$ cat config.mk
export PLATFORM = sky130hd
export DESIGN_NAME = md_pad_emu
export DESIGN_NICKNAME = d
export VERILOG_FILES = /design/src/rtl/md_pad_emu.sv
export SDC_FILE = /design/constraint.sdc
export NUM_CORES = 1
export LEC_CHECK = 0
export ABC_AREA = 1
export CORE_MARGIN = 5
export CORE_UTILIZATION = 45
export CTS_CLUSTER_DIAMETER = 40
export DETAILED_ROUTE_END_ITERATION = 8
export HOLD_SLACK_MARGIN = 0.08
export PLACE_DENSITY = 0.74
export SYNTH_ARGS = -nofsm -noshare
export SYNTH_HDL_FRONTEND = slang
export SYNTH_SLANG_ARGS = --single-unit
$ cat constraint.sdc
create_clock -name clk_sys -period 5.4 [get_ports clk_sys]
set_input_delay 1.08 -clock clk_sys [delete_from_list [all_inputs] [get_ports clk_sys]]
set_output_delay 1.08 -clock clk_sys [all_outputs]
set_load 0.01 [all_outputs]
$ cat src/rtl/md_pad_emu.sv
// md_pad_emu: device-side emulation of a Mega Drive 3/6-button pad.
// Follows the host select line, counts select pulses for the 6-button
// protocol and returns the count to 0 after a period with no select activity.
module md_pad_emu #(
  parameter int unsigned CLK_HZ     = 48_000_000,
  parameter int unsigned TIMEOUT_US = 1500,
  parameter bit          SIX_BTN    = 1'b1
) (
  input  logic        clk_sys,
  input  logic        reset_n,
  input  logic        select,
  input  logic [11:0] buttons,
  output logic [5:0]  pad_out,
  output logic [2:0]  phase
);

  localparam int unsigned Div        = CLK_HZ / 1_000_000;
  localparam int unsigned PreW       = (Div > 1) ? $clog2(Div) : 1;
  localparam logic [PreW-1:0] PreMax = PreW'(Div - 1);
  localparam logic [10:0] TimeoutVal = 11'(TIMEOUT_US);
  localparam logic [10:0] TimeoutPre = 11'(TIMEOUT_US - 1);

  logic            sync_q, sel_s, sel_d;
  logic [11:0]     btn_q;
  logic [PreW-1:0] presc_q, presc_d;
  logic [10:0]     timer_q, timer_d;
  logic [2:0]      phase_q, phase_d, phase_base;
  logic [5:0]      pad_q, pad_d, pressed;
  logic            fall, sel_edge, tick, timeout_hit;

  assign fall     = sel_d & ~sel_s;
  assign sel_edge = sel_d ^ sel_s;
  assign tick     = (presc_q == PreMax);

  // Select synchronizer plus one-cycle delay for edge detection; idle high.
  always_ff @(posedge clk_sys or negedge reset_n) begin
    if (!reset_n) begin
      sync_q <= 1'b1;
      sel_s  <= 1'b1;
      sel_d  <= 1'b1;
    end else begin
      sync_q <= select;
      sel_s  <= sync_q;
      sel_d  <= sel_s;
    end
  end

  // Prescaler restarts on every select edge so the timeout measures whole
  // microseconds from the last edge.
  always_comb begin
    presc_d = presc_q + PreW'(1);
    if (sel_edge || tick) presc_d = '0;
  end

  // Inactivity timer: clears on any edge, saturates at the timeout value.
  always_comb begin
    timer_d = timer_q;
    if (sel_edge) begin
      timer_d = '0;
    end else if ((timer_q != TimeoutVal) && tick) begin
      timer_d = timer_q + 11'd1;
    end
  end

  // Timeout counts as reached either while held at the limit or on the tick
  // that takes the timer there; it is applied before a coincident fall.
  assign timeout_hit = (timer_q == TimeoutVal) || (tick && (timer_q == TimeoutPre));

  // Phase next-state: timeout reset first, then saturating increment on fall.
  always_comb begin
    phase_base = timeout_hit ? 3'd0 : phase_q;
    phase_d    = phase_base;
    if (fall) phase_d = (phase_base >= 3'd4) ? 3'd4 : phase_base + 3'd1;
    if (!SIX_BTN) phase_d = 3'd0;
  end

  // Output mux in pressed-state {TR,TL,D3,D2,D1,D0}; uses the next phase so
  // the new phase and the new select level reach the pins together.
  always_comb begin
    pressed = '0;
    if (sel_s) begin
      if (phase_d == 3'd3) begin
        pressed = {btn_q[6], btn_q[5], btn_q[11], btn_q[7], btn_q[8], btn_q[9]};
      end else begin
        pressed = {btn_q[6], btn_q[5], btn_q[0], btn_q[1], btn_q[2], btn_q[3]};
      end
    end else begin
      case (phase_d)
        3'd3:    pressed = {btn_q[10], btn_q[4], 4'b1111};
        3'd4:    pressed = {btn_q[10], btn_q[4], 4'b0000};
        default: pressed = {btn_q[10], btn_q[4], 2'b11, btn_q[2], btn_q[3]};
      endcase
    end
    pad_d = ~pressed;
  end

  // State and registered outputs.
  always_ff @(posedge clk_sys or negedge reset_n) begin
    if (!reset_n) begin
      btn_q   <= '0;
      presc_q <= '0;
      timer_q <= '0;
      phase_q <= '0;
      pad_q   <= 6'h3F;
    end else begin
      btn_q   <= buttons;
      presc_q <= presc_d;
      timer_q <= timer_d;
      phase_q <= phase_d;
      pad_q   <= pad_d;
    end
  end

  assign pad_out = pad_q;
  assign phase   = phase_q;

endmodule

==> out/results.md <==
| Result | This run |
| --- | --- |
| Result of the run | complete, no violations |
| Required time of the critical path | 4320 ps |
| Worst setup EP type | output pin |
| R2r startpoint | timer_q[0] |
| Total net switching power | 0.187 mW |
| Net switching fraction of the power | 26.2% |
| Final setup fails | 0 |
| Total internal power | 0.528 mW |
| Yosys synthesis warning count | 0 |
| Worst slack, placed | 3260 ps |
| Setup total negative slack | 0 ps |
| Min Tclk post-route | 2430 ps |
| Share of layout cells above drive strength 1 | 19.7% |
| Most used DFF post-synth | dfrtp_1 |
| Layout fillers | 346 |
| Delay of the slowest critical-path stage | 530 ps |
| Placer's final routability congestion estimate | 0.805 |
| Initial cell density of the core | 46.0% |
| R2R Setup Slk | 3250 ps |
| Area fraction in compound gates after synthesis | 5.17% |
| Cell at the slowest stage of the critical path | dfstp_2 |
| Detailed router's first-iteration violation count | 64 |
| Total clock buffers created by CTS | 5 |
| Clock root cell | clkbuf_8 |
| Wire length of the first global-routing pass | 5440 µm |
| Port Buffer Count | 23 |
| Share of cell area taken by muxes after synthesis | 1.10% |
| Num ports | 24 |
| Worst path arrival time | 1350 ps |
| TritonCTS clock tree | built |
| Part of the total power dissipated in sequential elements | 49.2% |
| Remaining global-route overflow | 0 |
| Number of buffers inserted to repair setup after CTS | 0 |
| Antenna Cells | 0 |
| Number of library cell types mapped by synthesis | 30 |
| Main combinational cell family by area after synthesis | simple AND/OR/NAND/NOR gates |
| Worst setup path class | flop to output pin |
| Total area of multi-input combinational cells | 674 µm² |
| Critical path launch point type | flop |
| Count of flip-flops with a built-in enable after synthesis | 0 |
| Post-CTS sizing | 0 |
| Worst min path class | flop to flop |
| Length of the first detailed-routing pass in iterations | 4 |
| Maximum level of the CTS H-tree | 2 |
| Count of max-cap constraint violations | 0 |
| Share of flip-flops with an asynchronous set or reset after synthesis | 100% |
| All-Layer GR Usage | 13.4% |
| Max-slew violations | 0 |
| Total clock sinks | 41 |
| Die X | 73.5 µm |
| Synth top area share | 44.1% |
| Maximum resistive drop on vdd | 0.205 mV |
| Slew at the pin closest to its max-slew limit | 890 ps |
| Post-cts hold buffer count | 0 |
| DRT Wirelength | 3120 µm |
| Number of nets at the end of the flow | 233 |
| Power per standard cell area | 323 nW/µm² |
| Most area-hungry cell type in the Yosys netlist | dfrtp_1 |
| Clock network latency to the later pin of the worst-skew pair | 300 ps |
| Max Clock Skew | 8.81 ps |
| Area share of and/or/nand/nor cells after synthesis | 25.3% |
| Static leakage | 0.954 nW |
| Min-Delay Startpoint | sync_q |
| Net count after synthesis | 204 |
| Hold path endpoint | sel_s |
| Vias in the first global route | 1,266 |
| Maximum number of pins on one net before global-route repair | 42 |
| Maximum clock path buffer count | 2 |
| Relative area change from synthesis to final layout | 21.9% |
| Clock network fraction of total power | 34.9% |
| Clock Pin Slew Worst Setup and Hold Paths | 80 ps |
| Initial antenna violation count | 0 |
| Post-detailed-placement half-perimeter wirelength | 2240 µm |
| Final worst path period share | 44.9% |
| Remaining antenna violation count | 0 |
| Depth of the worst register-to-register path | 15 |
| Final Hold Fails | 0 |
| CP top delay family | flip-flops |
| Top area cells in the synthesized netlist | dfrtp_1, dfstp_2, nand2_1 |
| Setup repair after global routing missed its margin | false |
| Area taken by flip-flops and latches | 1040 µm² |
| Vertical extent of the die | 73.5 µm |
| Fraction of synthesized cell area in xor and xnor cells | 1.45% |
| Core area | 3940 µm² |
| Sequential area share after synthesis | 57.2% |
| Cell area after synthesis | 1810 µm² |
| Worst hold-check slack | 358 ps |
| Number of storage elements in the synthesis netlist | 41 |
| Per-cell routed wire length | 11.9 µm |
| Overall via count from detail_route | 1,267 |
| Post-Syn Instances | 183 |
| Vias per inst | 4.82 |
| Die Footprint | 5400 µm² |
| Worst Setup Slack, final | 2970 ps |
| Fmax | 412 MHz |
| CP cell instances | clkdlybuf4s50_1 |
| Critical register-to-register path endpoint | pad_out[1] |
| Cell Rows | 23 |
| Mapped Avg Cell Area | 9.91 µm² |
| Residual DRC count | 0 |
| Hold Path Stages | 0 |
| Combinational Power Share | 15.9% |
| Tightest slew margin relative to the limit | 40.6% |
| Top fanout value on the critical path | 1 |
| Combined buffer and inverter count along the critical path | 1 |
| Fraction of the mapped netlist area in adder cells | 4.14% |
-- metrics by stage --
step | utilization [%] | total power, mW | cells | instance area (µm²)
6_report | 56.1 | 0.715 | 263 | 2210
5_1_grt | 56.1 | 0.755 | 263 | 2210
4_1_cts | 56.1 | 0.725 | 263 | 2210
3_5_place_dp | 53.2 | 0.473 | 255 | 2100
3_3_place_gp | 53.2 | 0.469 | 255 | 2100
2_1_floorplan | - | 0.419 | 183 | 1810
-- final cells by class --
type	count	area share (%)
well taps	50	2.83
clock buffers	5	3.11
multi-input cells	115	30.5
inverters	26	4.41
flip-flops and latches	41	46.9
repair buffers	23	10.2
clock inverters	3	2.09
-- worst max path at each step --
stage                     from  cells after the start          to  slack (ps)
finish              pad_out[3]                      1  pad_out[3]        2970
CTS                 pad_out[4]                      1  pad_out[4]        2950
global placement    pad_out[3]                      1  pad_out[3]        3290
detailed placement  timer_q[0]                     15  pad_out[0]        3260
global route        pad_out[4]                      1  pad_out[4]        2920
floorplan           timer_q[0]                     15  pad_out[0]        3440
-- cells by family after synthesis --
kind of cell / Yosys count
AND/OR/NAND/NOR: 88
adder cells (fa/ha/maj): 6
buffers and inverters: 27
flip-flops: 41
XOR/XNOR: 3
AO/OA/AOI/OAI: 16
multiplexers: 2
-- registers in the layout, indices dropped and copies added (netlist names) --
name     flops
phase        3
sel_s        1
btn_q       12
sync_q       1
sel_d        1
pad_out      6
timer_q     11
presc_q      6
-- cell usage after synthesis (3+ instances only) --
cell type / number
o21ai_0: 5
nor2_1: 22
nor3_1: 3
nand4_1: 3
nand2_2: 7
nor2_2: 3
nand3_1: 12
dfrtp_1: 32
a21oi_1: 3
nand3_2: 4
inv_2: 4
dfstp_2: 9
inv_1: 21
ha_1: 6
nand2_1: 27
-- layout by cell type (no fill, tap or decap), types with 3 or more instances in the layout --
cell,n
nand3_1,12
ha_1,6
nor3_1,3
dfrtp_1,32
nor2_2,3
nand4_1,3
nand2_2,7
a21oi_1,3
clkbuf_8,5
nand2_1,27
clkdlybuf4s50_1,22
o21ai_0,5
nand3_2,4
dfstp_2,9
inv_1,21
nor2_1,22
inv_2,4
-- routing by layer --
| layer | up-vias | routed length [µm] | global-route usage, % |
|---|---|---|---|
| met1 | 593 | 1400 | 16.5 |
| li1 | 643 | - | - |
| met5 | - | 0 | 0 |
| met4 | 0 | 65 | 6.04 |
| met3 | 7 | 136 | 4.38 |
| met2 | 24 | 1520 | 21.5 |
-- power groups by stage --
stage,Sequential (mW),Clock (mW),Combinational [mW]
2_1_floorplan,0.361,0,0.0582
3_3_place_gp,0.357,0,0.112
3_5_place_dp,0.358,0,0.115
4_1_cts,0.352,0.258,0.116
5_1_grt,0.356,0.271,0.128
6_report,0.352,0.250,0.113
Note: power is estimated with default switching activity, not from simulation.
